**src/rtl/mips_fsm_ctrl.sv**
```systemverilog
// ---------------------------------------------------------------------------
// mips_fsm_ctrl
//
// Purpose:
//   Multicycle MIPS-lite control unit. A Moore FSM steps each instruction
//   through FETCH -> DECODE -> EXEC -> MEM -> WB, skipping stages the
//   instruction does not need. It also counts retired instructions.
//   Supported instructions are addu, subu, ori, lui, lw, sw, beq, jal and jr.
//   Any other opcode, or any other R-type func, executes as a nop.
//
// Ports:
//   clk        in   rising-edge clock
//   reset      in   asynchronous, active-high reset
//   opcode     in   instr[31:26] from IR, stable from DECODE onward
//   func       in   instr[5:0] from IR
//   zero       in   ALU equality flag, used by beq in EXEC
//   PCWr       out  PC write enable
//   IRWr       out  IR write enable
//   RegWr      out  register file write enable
//   MemWr      out  data memory write enable
//   ALUOp      out  000 R-type, 001 add, 010 sub, 011 or, 111 lui
//   NPCOp      out  00 PC+4, 01 branch, 10 jump imm26, 11 jump register
//   RegDst     out  00 rt, 01 rd, 10 $31
//   WDSel      out  00 ALU, 01 DM, 10 PC+4
//   ALUSrc     out  1 selects the extended immediate
//   ExtOp      out  1 sign-extend, 0 zero-extend
//   state      out  current state code, for debug
//   instr_cnt  out  number of retired instructions, wraps at 2^32
// ---------------------------------------------------------------------------
module mips_fsm_ctrl (
  input  logic        clk,
  input  logic        reset,
  input  logic [5:0]  opcode,
  input  logic [5:0]  func,
  input  logic        zero,
  output logic        PCWr,
  output logic        IRWr,
  output logic        RegWr,
  output logic        MemWr,
  output logic [2:0]  ALUOp,
  output logic [1:0]  NPCOp,
  output logic [1:0]  RegDst,
  output logic [1:0]  WDSel,
  output logic        ALUSrc,
  output logic        ExtOp,
  output logic [2:0]  state,
  output logic [31:0] instr_cnt
);

  typedef enum logic [2:0] {
    S_FETCH  = 3'b000,
    S_DECODE = 3'b001,
    S_EXEC   = 3'b010,
    S_MEM    = 3'b011,
    S_WB     = 3'b100
  } state_t;

  typedef enum logic [3:0] {
    I_ADDU,
    I_SUBU,
    I_ORI,
    I_LUI,
    I_LW,
    I_SW,
    I_BEQ,
    I_JAL,
    I_JR,
    I_NOP
  } instr_t;

  localparam logic [5:0] OP_RTYPE = 6'b000000;
  localparam logic [5:0] OP_JAL   = 6'b000011;
  localparam logic [5:0] OP_BEQ   = 6'b000100;
  localparam logic [5:0] OP_ORI   = 6'b001101;
  localparam logic [5:0] OP_LUI   = 6'b001111;
  localparam logic [5:0] OP_LW    = 6'b100011;
  localparam logic [5:0] OP_SW    = 6'b101011;

  localparam logic [5:0] FN_ADDU  = 6'b100001;
  localparam logic [5:0] FN_SUBU  = 6'b100011;
  localparam logic [5:0] FN_JR    = 6'b001000;

  localparam logic [2:0] ALU_RTYPE = 3'b000;
  localparam logic [2:0] ALU_ADD   = 3'b001;
  localparam logic [2:0] ALU_SUB   = 3'b010;
  localparam logic [2:0] ALU_OR    = 3'b011;
  localparam logic [2:0] ALU_LUI   = 3'b111;

  localparam logic [1:0] NPC_PC4    = 2'b00;
  localparam logic [1:0] NPC_BRANCH = 2'b01;
  localparam logic [1:0] NPC_J26    = 2'b10;
  localparam logic [1:0] NPC_JREG   = 2'b11;

  localparam logic [1:0] DST_RT  = 2'b00;
  localparam logic [1:0] DST_RD  = 2'b01;
  localparam logic [1:0] DST_RA  = 2'b10;

  localparam logic [1:0] WD_ALU  = 2'b00;
  localparam logic [1:0] WD_DM   = 2'b01;
  localparam logic [1:0] WD_PC4  = 2'b10;

  state_t      cur_state;
  state_t      nxt_state;
  instr_t      iclass;
  logic        retire;
  logic [2:0]  exec_alu_op;
  logic [31:0] cnt;

  logic        pc_wr_raw;
  logic        ir_wr_raw;
  logic        reg_wr_raw;
  logic        mem_wr_raw;

  // Classify the instruction held in IR. Opcode and func are stable from
  // DECODE until the instruction retires, so decoding them directly every
  // cycle is equivalent to latching the class once.
  always_comb begin
    iclass = I_NOP;
    case (opcode)
      OP_RTYPE: begin
        case (func)
          FN_ADDU: iclass = I_ADDU;
          FN_SUBU: iclass = I_SUBU;
          FN_JR:   iclass = I_JR;
          default: iclass = I_NOP;
        endcase
      end
      OP_JAL:  iclass = I_JAL;
      OP_BEQ:  iclass = I_BEQ;
      OP_ORI:  iclass = I_ORI;
      OP_LUI:  iclass = I_LUI;
      OP_LW:   iclass = I_LW;
      OP_SW:   iclass = I_SW;
      default: iclass = I_NOP;
    endcase
  end

  // ALU operation of the instruction. It is presented from EXEC until the
  // instruction leaves MEM/WB so the ALU result register is not disturbed.
  always_comb begin
    exec_alu_op = ALU_ADD;
    case (iclass)
      I_ADDU, I_SUBU: exec_alu_op = ALU_RTYPE;
      I_ORI:          exec_alu_op = ALU_OR;
      I_LUI:          exec_alu_op = ALU_LUI;
      I_LW, I_SW:     exec_alu_op = ALU_ADD;
      I_BEQ:          exec_alu_op = ALU_SUB;
      default:        exec_alu_op = ALU_ADD;
    endcase
  end

  // Next-state routing. Jumps and nops finish in DECODE, beq in EXEC,
  // sw in MEM, everything else writes back in WB. retire marks the cycle
  // whose closing edge completes an instruction.
  always_comb begin
    nxt_state = S_FETCH;
    retire    = 1'b0;
    case (cur_state)
      S_FETCH: begin
        nxt_state = S_DECODE;
      end
      S_DECODE: begin
        case (iclass)
          I_ADDU, I_SUBU, I_ORI, I_LUI, I_LW, I_SW, I_BEQ: nxt_state = S_EXEC;
          default: begin
            nxt_state = S_FETCH;
            retire    = 1'b1;
          end
        endcase
      end
      S_EXEC: begin
        case (iclass)
          I_BEQ: begin
            nxt_state = S_FETCH;
            retire    = 1'b1;
          end
          I_LW, I_SW: nxt_state = S_MEM;
          default:    nxt_state = S_WB;
        endcase
      end
      S_MEM: begin
        if (iclass == I_SW) begin
          nxt_state = S_FETCH;
          retire    = 1'b1;
        end else begin
          nxt_state = S_WB;
        end
      end
      S_WB: begin
        nxt_state = S_FETCH;
        retire    = 1'b1;
      end
      default: begin
        nxt_state = S_FETCH;
      end
    endcase
  end

  // State register and retired-instruction counter. Reset abandons any
  // instruction in flight without counting it.
  always_ff @(posedge clk or posedge reset) begin
    if (reset) begin
      cur_state <= S_FETCH;
      cnt       <= 32'd0;
    end else begin
      cur_state <= nxt_state;
      if (retire) begin
        cnt <= cnt + 32'd1;
      end
    end
  end

  // Moore output decode from state and instruction class. beq's PCWr is
  // the one place the zero flag enters, qualifying the branch in EXEC.
  always_comb begin
    pc_wr_raw  = 1'b0;
    ir_wr_raw  = 1'b0;
    reg_wr_raw = 1'b0;
    mem_wr_raw = 1'b0;
    ALUOp      = ALU_ADD;
    NPCOp      = NPC_PC4;
    RegDst     = DST_RT;
    WDSel      = WD_ALU;
    ALUSrc     = 1'b0;
    ExtOp      = 1'b0;
    case (cur_state)
      S_FETCH: begin
        ir_wr_raw = 1'b1;
        pc_wr_raw = 1'b1;
        NPCOp     = NPC_PC4;
      end
      S_DECODE: begin
        if (iclass == I_JAL) begin
          pc_wr_raw  = 1'b1;
          NPCOp      = NPC_J26;
          reg_wr_raw = 1'b1;
          RegDst     = DST_RA;
          WDSel      = WD_PC4;
        end else if (iclass == I_JR) begin
          pc_wr_raw  = 1'b1;
          NPCOp      = NPC_JREG;
        end
      end
      S_EXEC: begin
        ALUOp = exec_alu_op;
        case (iclass)
          I_LW, I_SW: begin
            ALUSrc = 1'b1;
            ExtOp  = 1'b1;
          end
          I_ORI, I_LUI: begin
            ALUSrc = 1'b1;
            ExtOp  = 1'b0;
          end
          I_BEQ: begin
            pc_wr_raw = zero;
            NPCOp     = NPC_BRANCH;
          end
          default: begin
          end
        endcase
      end
      S_MEM: begin
        ALUOp      = exec_alu_op;
        mem_wr_raw = (iclass == I_SW);
      end
      S_WB: begin
        ALUOp = exec_alu_op;
        case (iclass)
          I_ADDU, I_SUBU: begin
            reg_wr_raw = 1'b1;
            RegDst     = DST_RD;
            WDSel      = WD_ALU;
          end
          I_ORI, I_LUI: begin
            reg_wr_raw = 1'b1;
            RegDst     = DST_RT;
            WDSel      = WD_ALU;
          end
          I_LW: begin
            reg_wr_raw = 1'b1;
            RegDst     = DST_RT;
            WDSel      = WD_DM;
          end
          default: begin
          end
        endcase
      end
      default: begin
      end
    endcase
  end

  // The state register sits at FETCH during reset, whose decode would
  // otherwise assert PCWr/IRWr; gating keeps all write enables low for
  // the whole time reset is high, independent of the clock.
  assign PCWr  = pc_wr_raw  & ~reset;
  assign IRWr  = ir_wr_raw  & ~reset;
  assign RegWr = reg_wr_raw & ~reset;
  assign MemWr = mem_wr_raw & ~reset;

  assign state     = cur_state;
  assign instr_cnt = cnt;

endmodule

```
**config.mk**
```make
export PLATFORM = sky130hd
export DESIGN_NAME = mips_fsm_ctrl
export DESIGN_NICKNAME = d
export VERILOG_FILES = /design/src/rtl/mips_fsm_ctrl.sv
export SDC_FILE = /design/constraint.sdc
export NUM_CORES = 1
export LEC_CHECK = 0
export CORE_ASPECT_RATIO = 1.1
export CORE_UTILIZATION = 43
export CTS_BUF_LIST = sky130_fd_sc_hd__clkbuf_2
export CTS_CLUSTER_SIZE = 25
export DETAILED_ROUTE_END_ITERATION = 10
export GPL_ROUTABILITY_DRIVEN = 0
export HOLD_SLACK_MARGIN = 0.08
export PLACE_DENSITY = 0.75
export SLEW_MARGIN = 0
export SYNTH_ARGS = -nofsm -noshare
export SYNTH_HDL_FRONTEND = slang
export SYNTH_SLANG_ARGS = --single-unit
```
**constraint.sdc**
```tcl
create_clock -name clk -period 2.8 [get_ports clk]
set_input_delay 0.7 -clock clk [delete_from_list [all_inputs] [get_ports clk]]
set_output_delay 0.7 -clock clk [all_outputs]
set_load 0.1 [all_outputs]
```
==> results of run 1 <==
[layer usage]
metal | track usage (%) | vias up
met4 | 9.220 | 0
met1 | 34.81 | 1018
met2 | 42.67 | 62
met5 | 0 | -
li1 | - | 968
met3 | 5.435 | 6
[worst max path at each step]
stage	start	end	slack, ps
after floorplan	opcode[1]	RegDst[0]	-640
after global placement	opcode[5]	ALUOp[0]	-740
after detailed placement	opcode[3]	ALUOp[0]	-810
after CTS	func[5]	PCWr	-460
after global routing	func[5]	PCWr	-440
final	func[5]	PCWr	-370
[kinds of logic (layout without fill, tap and decap cells)]
logic type | after synthesis | after routing | share of synthesized area, %
compound gates | 18 | 18 | 6.367
xor+xnor | 31 | 31 | 13.55
fa+ha+maj | 1 | 1 | 0.6241
buf+inv | 10 | 115 | 2.622
flops | 35 | 35 | 43.70
mux | 2 | 2 | 1.248
simple gates | 112 | 112 | 31.90
[cell usage after synthesis (2+ instances only)]
| cell type | number | area share (%) |
|---|---|---|
| nor4_1 | 3 | 0.94 |
| and4_1 | 2 | 0.87 |
| nor2_1 | 15 | 2.8 |
| nand2_1 | 11 | 2.1 |
| xnor2_1 | 28 | 12 |
| nand3_1 | 15 | 3.7 |
| nand3b_1 | 2 | 0.75 |
| a21oi_1 | 5 | 1.2 |
| and2_1 | 6 | 1.9 |
| nor4b_1 | 2 | 0.87 |
| nor3_1 | 7 | 1.7 |
| and3_1 | 15 | 4.7 |
| xor2_1 | 3 | 1.3 |
| nand4_1 | 17 | 5.3 |
| dfrtp_1 | 35 | 44 |
| clkbuf_1 | 2 | 0.37 |
| nor2b_1 | 7 | 2.2 |
| buf_1 | 2 | 0.37 |
| a21boi_0 | 2 | 0.75 |
| buf_2 | 3 | 0.75 |
| nand2b_1 | 2 | 0.62 |
[worst max-delay path, cell delays in order]
cell       delay (ps)
buf_6              90
or3b_4            390
a2111oi_4         380
o32ai_4           200
mux2i_2           260
nor2b_4            70
o21a_4            210
buf_12            160
[where the power goes]
group	internal (mW)	switching, mW
clock	0.245	0.174
sequential	0.566	0.0946
combinational	0.329	0.811
total	1.14	1.08
[flip-flops by register name, summed over array words and instances, names as in the netlist]
register,flops
instr_cnt,32
state,3
[final cells by class]
cell class | count | area, um^2 | area share [%]
well taps | 54 | 67.56 | 1.974
repair buffers | 106 | 1035 | 30.23
flip-flops and latches | 35 | 879.6 | 25.69
clock buffers | 6 | 30.03 | 0.8772
multi-input cells | 164 | 1348 | 39.36
inverters | 1 | 3.754 | 0.1096
clock inverters | 2 | 60.06 | 1.754
[what timing repair did]
action | in CTS | in global routing
buffers inserted | 13 | 2
setup endpoints to repair | 45 | 14
gates resized for setup | 53 | 13
pin swaps | 18 | 15
[metrics by stage]
stage / area (um^2) / total power, mW / cells / worst slack (ps)
5_1_grt: 3423 / 2.305 / 368 / -441.3
2_1_floorplan: 2247 / 1.489 / 209 / -639.8
6_report: 3423 / 2.220 / 368 / -372.2
3_3_place_gp: 3176 / 1.774 / 348 / -742.1
3_5_place_dp: 3176 / 1.790 / 348 / -808.4
4_1_cts: 3392 / 2.217 / 368 / -456.2
==> metrics.yaml, run 1 <==
status: "finished with violations"
violations: "negative setup slack"
wl_per_cell_um: 16.21
final_common_cell: "buf_4"
die_w_um: 67.10
fin_ws_ps: -372.2
final_core_util_pct: 78.17
layout-drive-gt1-share_pct: 46.82
synthDistinctLibCells: 46
rsz0062_at_grt: "true"
wirelength_um: 5966
cts_made_buffers: 5
clk_pin_slew_worst_paths_ps: 190
hp-class: "flip-flop to flip-flop"
drt-initial-drc-count: 91
r2r_slack_ps: 710
wl_met1_um: 2549
via_per_inst: 5.582
synthArstFlopShare_pct: 100.0
critical_path_arrival_ps: 2470
root_buffer: "clkbuf_2"
synthCells: 209
cts_buffer_depth: 2
grt_pass1_wl_um: 9742
die_area_um2: 4939
synth-seq-cells: 35
total_leakage_power_nw: 1.520
drtPass1Iterations: 4
vias: 2054
grt_max_degree: 36
tightest_slew_ps: 606.2
coreArea_um2: 4379
setup_violations: 10
antenna_found_initial: 0
met3_length_um: 304
cts-htree-levels: 2
rr_startpoint: "instr_cnt[12]"
detail-route-antenna-nets: 0
die_y_um: 73.61
synth_edf_count: 0
crit_path_start_kind: "primary input"
antenna_cells: 0
holdCritStartpoint: "instr_cnt[22]"
hpwl_um: 4244
critPathCaptureType: "output pin"
insertion_delay_ps: 390
area.growth.synth_to_final_pct: 70.79
min_path_cells: 1
crit_type: "primary input to output pin"
io_pins: 65
crit_path_max_fanout: 4
syn_avg_cell_area_um2: 9.591
yosysWarnings: 0
fin_hold_ws_ps: 503.4
clock_sinks: 35
clock-skew-final_ps: 24.74
crit_required_ps: 2100
final_cell_mix: "70 x buf_4, 32 x dfrtp_1, 28 x xnor2_1"
hold_viol: 0
maxCapViolations: 0
ir_drop_mv: 0.7177
synth-seq-area-share_pct: 43.70
top_layer: "met4"
cts_tree: "yes"
nNetsFinal: 329
syn_nets: 225
fillers: 288
start_util_pct: 45.77
synth_ff_type: "dfrtp_1"
drcViolationCount: 0
syn-cell-area_um2: 2004
max_clock_freq_ghz: 0.3152
powerDensity_nw_per_um2: 648.5
reg2reg_depth: 7
io_buffers: 64
min_period_over_period_pct: 113.3
wl_met2_um: 3053
drv_slew: 0
track_usage_pct: 26.43
min_period_ps: 3172
grt_overflow: 0
tns_ps: -2786
grt_pass1_vias: 2009
r2r-end: "instr_cnt[31]"
maxSlewHeadroom_pct: 59.59
min_to: "instr_cnt[22]"
rows: 25
postCtsHoldBufs: 0
Note: power is estimated with default switching activity, not from simulation.
==> run 2: changes to the inputs <==
CTS_BUF_LIST = sky130_fd_sc_hd__clkbuf_8   (was sky130_fd_sc_hd__clkbuf_2)
==> run 2 against run 1 <==
The flow still finishes with violations (negative setup slack). Core utilization rose by 0.97 points. Setup slack got worse by 11 ps. Critical path depth unchanged. Combinational power barely moved. Critical endpoint unchanged. Largest cell class unchanged. Highest routed layer unchanged.
==> metrics.yaml, run 2 (synthesized netlist as in run 1, its figures left out) <==
status: "finished with violations"
violations: "negative setup slack"
track_usage_pct: 26.48
powerDensity_nw_per_um2: 674.2
r2r_slack_ps: 700
clock-skew-final_ps: 10.93
instances_no_fill: 368
vias: 2035
clk_pin_slew_worst_paths_ps: 70
insertion_delay_ps: 280
hold_viol: 0
grt_pass1_wl_um: 9770
crit_required_ps: 2100
cts_buffer_depth: 2
hpwl_um: 4244
drt-initial-drc-count: 110
drcViolationCount: 0
layout-drive-gt1-share_pct: 46.50
max_clock_freq_ghz: 0.3141
grt_max_degree: 36
start_util_pct: 45.77
numPlacedInstances: 348
min_period_over_period_pct: 113.7
hp-class: "flip-flop to flip-flop"
drtPass1Iterations: 4
largest_reg_flops: 32
die_w_um: 67.10
cts-htree-levels: 2
setup_violations: 10
ir_drop_mv: 0.8455
detail-route-antenna-nets: 0
die_area_um2: 4939
io_pins: 65
crit_type: "primary input to output pin"
maxCapViolations: 0
grt_pass1_vias: 2021
rows: 25
root_buffer: "clkbuf_8"
rsz0062_at_grt: "true"
drv_slew: 0
antenna_cells: 0
die_y_um: 73.61
critical_path_arrival_ps: 2480
fin_ws_ps: -383.3
area.growth.synth_to_final_pct: 72.91
clock_sinks: 35
wirelength_um: 6023
crit_path_max_fanout: 4
total_leakage_power_nw: 1.537
final_common_cell: "buf_4"
cts_made_buffers: 5
post-place-ws_ps: -808.4
coreArea_um2: 4379
min_period_ps: 3183
maxSlewHeadroom_pct: 58.95
wl_per_cell_um: 16.37
crit_path_start_kind: "primary input"
grt_overflow: 0
io_buffers: 64
nNetsFinal: 329
postCtsHoldBufs: 0
antenna_found_initial: 0
cts_tree: "yes"
tightest_slew_ps: 615.8
via_per_inst: 5.530
final_cell_mix: "70 x buf_4, 32 x dfrtp_1, 28 x xnor2_1"
critPathCaptureType: "output pin"
-- run 2: metal layers --
layer,up-vias,part of all wire (%),track usage (%)
met4,0,0.53,9.456
met5,-,0,0
met1,1002,44,34.78
li1,965,-,-
met3,4,4.5,4.969
met2,64,51,43.11
-- run 2: timing repair --
| item | CTS | global route |
|---|---|---|
| setup buffers | 13 | 2 |
| setup endpoints to repair | 46 | 17 |
| endpoints found under the hold margin | 0 | 0 |
| pin swaps | 18 | 15 |
| resized for setup | 53 | 13 |
-- run 2: area by class of cell --
| class | instances | area [um^2] |
|---|---|---|
| Fill cell | 287 | 913.4 |
| Sequential cell | 35 | 879.6 |
| Multi-Input combinational cell | 164 | 1348 |
| Tap cell | 54 | 67.56 |
| Timing Repair Buffer | 106 | 1035 |
| Inverter | 1 | 3.754 |
| Clock inverter | 3 | 63.81 |
| Clock buffer | 5 | 68.82 |
-- run 2: power by group --
part	leakage [nW]	internal (mW)	switching [mW]	total, mW
registers	0.471	0.567	0.0932	0.660
logic	0.996	0.329	0.814	1.14
clock network	0.0695	0.352	0.181	0.533
-- run 2: worst paths after layout --
path	from	end	cells past startpoint
max	func[5]	PCWr	8
min	instr_cnt[22]	instr_cnt[22]	1
max reg2reg	instr_cnt[12]	instr_cnt[31]	7
min reg2reg	instr_cnt[22]	instr_cnt[22]	1
max in group asynchronous	reset	state[2]	3
min in group asynchronous	reset	instr_cnt[12]	3
-- run 2: worst max-delay path, cell delays in order --
cell and delay, ps:
buf_6 90, or3b_4 390, a2111oi_4 390, o32ai_4 200, mux2i_2 260, nor2b_4 70, o21a_4 210, buf_12 160
-- run 2: through the flow --
stage / setup TNS, ps / power (mW) / area, um^2 / hold slack (ps) / util, %
after floorplan: -3209 / 1.489 / 2247 / 870.5 / -
after global placement: -20830 / 1.774 / 3176 / 461.8 / 72.51
after detailed placement: -23680 / 1.790 / 3176 / 477.5 / 72.51
after CTS: -3318 / 2.332 / 3435 / 495.7 / 78.43
after global routing: -3407 / 2.422 / 3466 / 516.1 / 79.14
final: -2854 / 2.337 / 3466 / 494.4 / 79.14
==> run 3: changes to the inputs <==
CELL_PAD_IN_SITES_DETAIL_PLACEMENT = 2   (was default)
CELL_PAD_IN_SITES_GLOBAL_PLACEMENT = 2   (was default)
CORE_UTILIZATION = 25   (was 43)
CTS_CLUSTER_DIAMETER = 120   (was default)
PLACE_DENSITY = 0.74   (was 0.75)
==> run 3 against run 2 <==
The flow still finishes with violations (negative setup slack). First-iteration DRC count is 25% lower. Register-to-register slack worse by 250 ps. Combinational power is 20% higher. Clock skew is 5.2 ps lower. Worst hold slack worse by 12 ps. Critical path type unchanged. Critical endpoint is now ALUOp[0].
==> metrics.yaml, run 3 (synthesized netlist as in run 1, its figures left out) <==
fillers: 788
drt-initial-drc-count: 83
pwr-share-clk_pct: 17.8
critPathCaptureType: "output pin"
clock_sinks: 35
ir_drop_mv: 0.5737
setup_violations: 13
hp-class: "flip-flop to flip-flop"
min_period_ps: 3218
maxSlewHeadroom_pct: 51.09
total_leakage_power_nw: 1.634
largest_reg_flops: 32
min_period_over_period_pct: 114.9
detail-route-antenna-nets: 0
slowest_stage: "or4_4"
antenna_found_initial: 0
p_int_mw: 1.272
start_util_pct: 26.38
grt_overflow: 0
cts_tree: "yes"
drcViolationCount: 0
status: "finished with violations"
final_cell_mix: "70 x buf_4, 32 x dfrtp_1, 27 x xnor2_1"
antenna_cells: 0
die_area_um2: 8380
grt_pass1_wl_um: 14050
io_pins: 65
root_buffer: "clkbuf_8"
cp_slowest_stage_delay_ps: 570
grt_pass1_vias: 2406
maxCapViolations: 0
wirelength_um: 9491
critical_path_arrival_ps: 2520
clk_pin_slew_worst_paths_ps: 70
postCtsHoldBufs: 0
die_y_um: 95.91
max_clock_freq_ghz: 0.3108
p_comb_share_pct: 55.2
power.switching_mw: 1.203
via_per_inst: 5.072
vias: 2176
drtPass1Iterations: 4
drv_slew: 0
area.growth.synth_to_final_pct: 86.08
crit_required_ps: 2100
layout-drive-gt1-share_pct: 51.54
insertion_delay_ps: 280
crit_chain: "buf_12, buf_6, o41ai_4, o21bai_2, or4_4, a211o_4, buf_12"
cts_made_buffers: 5
netSwitchingFraction_pct: 48.61
rsz0062_at_grt: "true"
p_seq_share_pct: 27.0
violations: "negative setup slack"
crit_path_max_fanout: 4
nNetsFinal: 339
clock-skew-final_ps: 5.692
io_buffers: 64
rows: 33
fin_ws_ps: -417.9
track_usage_pct: 22.56
crit_path_start_kind: "primary input"
fin_hold_ws_ps: 482.1
tightest_slew_ps: 733.7
hpwl_um: 5508
cpMostUsedCell: "buf_12"
crit_type: "primary input to output pin"
coreArea_um2: 7597
powerDensity_nw_per_um2: 663.6
cts-htree-levels: 2
final_common_cell: "buf_4"
hold_viol: 0
grt_max_degree: 36
cts_buffer_depth: 2
finish.instance_area_um2: 3730
place_area_um2: 3269
wl_per_cell_um: 22.12
die_w_um: 87.38
run 3: metal layers:
layer	part of all wire [%]	vias up	wire (um)	GRT usage [%]
met5	0	-	0	0
met4	3.5	0	329	8.470
met3	3.1	20	298	3.259
met2	54	77	5083	40.63
met1	40	1094	3779	27.14
li1	-	985	-	-
run 3: stage by stage:
stage | utilization (%) | total power [mW] | worst slack, ps | TNS, ps | cells
final | 49.09 | 2.475 | -417.9 | -3350 | 429
after global routing | 49.09 | 2.572 | -458.8 | -4363 | 429
after floorplan | - | 1.489 | -639.8 | -3209 | 209
after CTS | 48.25 | 2.463 | -433.0 | -3451 | 427
after detailed placement | 43.03 | 1.837 | -862.3 | -29460 | 403
after global placement | 43.03 | 1.810 | -761.2 | -25050 | 403
run 3: what timing repair did:
item | in CTS | in global routing
setup buffers | 14 | 3
pin swaps | 28 | 17
resized for setup | 82 | 16
endpoints found under the setup margin | 46 | 45
gates cloned | 3 | 0
run 3: critical path: cells and delay by family:
family / cells / cell delay [ps]
AO/OA/AOI/OAI: 3 / 850
AND/OR/NAND/NOR: 1 / 570
buffers and inverters: 3 / 390
run 3: path summary, 6_finish.rpt:
kind / from / to / slack, ps / depth (start not counted)
min in group asynchronous: reset / instr_cnt[17] / 1240 / 3
max in group asynchronous: reset / state[1] / 1210 / 3
setup reg to reg: state[2] / instr_cnt[18] / 450 / 7
setup / recovery: opcode[5] / ALUOp[0] / -420 / 7
hold / removal: instr_cnt[31] / instr_cnt[31] / 480 / 1
hold reg to reg: instr_cnt[31] / instr_cnt[31] / 480 / 1
run 3: layout make-up:
cell class / instances / area, um^2 / share of cell area (%)
timing repair buffer: 115 / 1176 / 31.53
tap: 105 / 131.4 / 3.522
sequential: 35 / 879.6 / 23.58
inverter: 1 / 3.754 / 0.1006
multi-input combinational: 165 / 1433 / 38.41
clock inverter: 3 / 37.54 / 1.006
clock buffer: 5 / 68.82 / 1.845
run 3: power groups by stage:
stage	Clock, mW	Combinational, mW	Sequential (mW)
3_3_place_gp	0	1.14	0.668
5_1_grt	0.473	1.42	0.679
4_1_cts	0.455	1.35	0.663
2_1_floorplan	0	0.429	1.06
6_report	0.441	1.37	0.667
3_5_place_dp	0	1.17	0.670
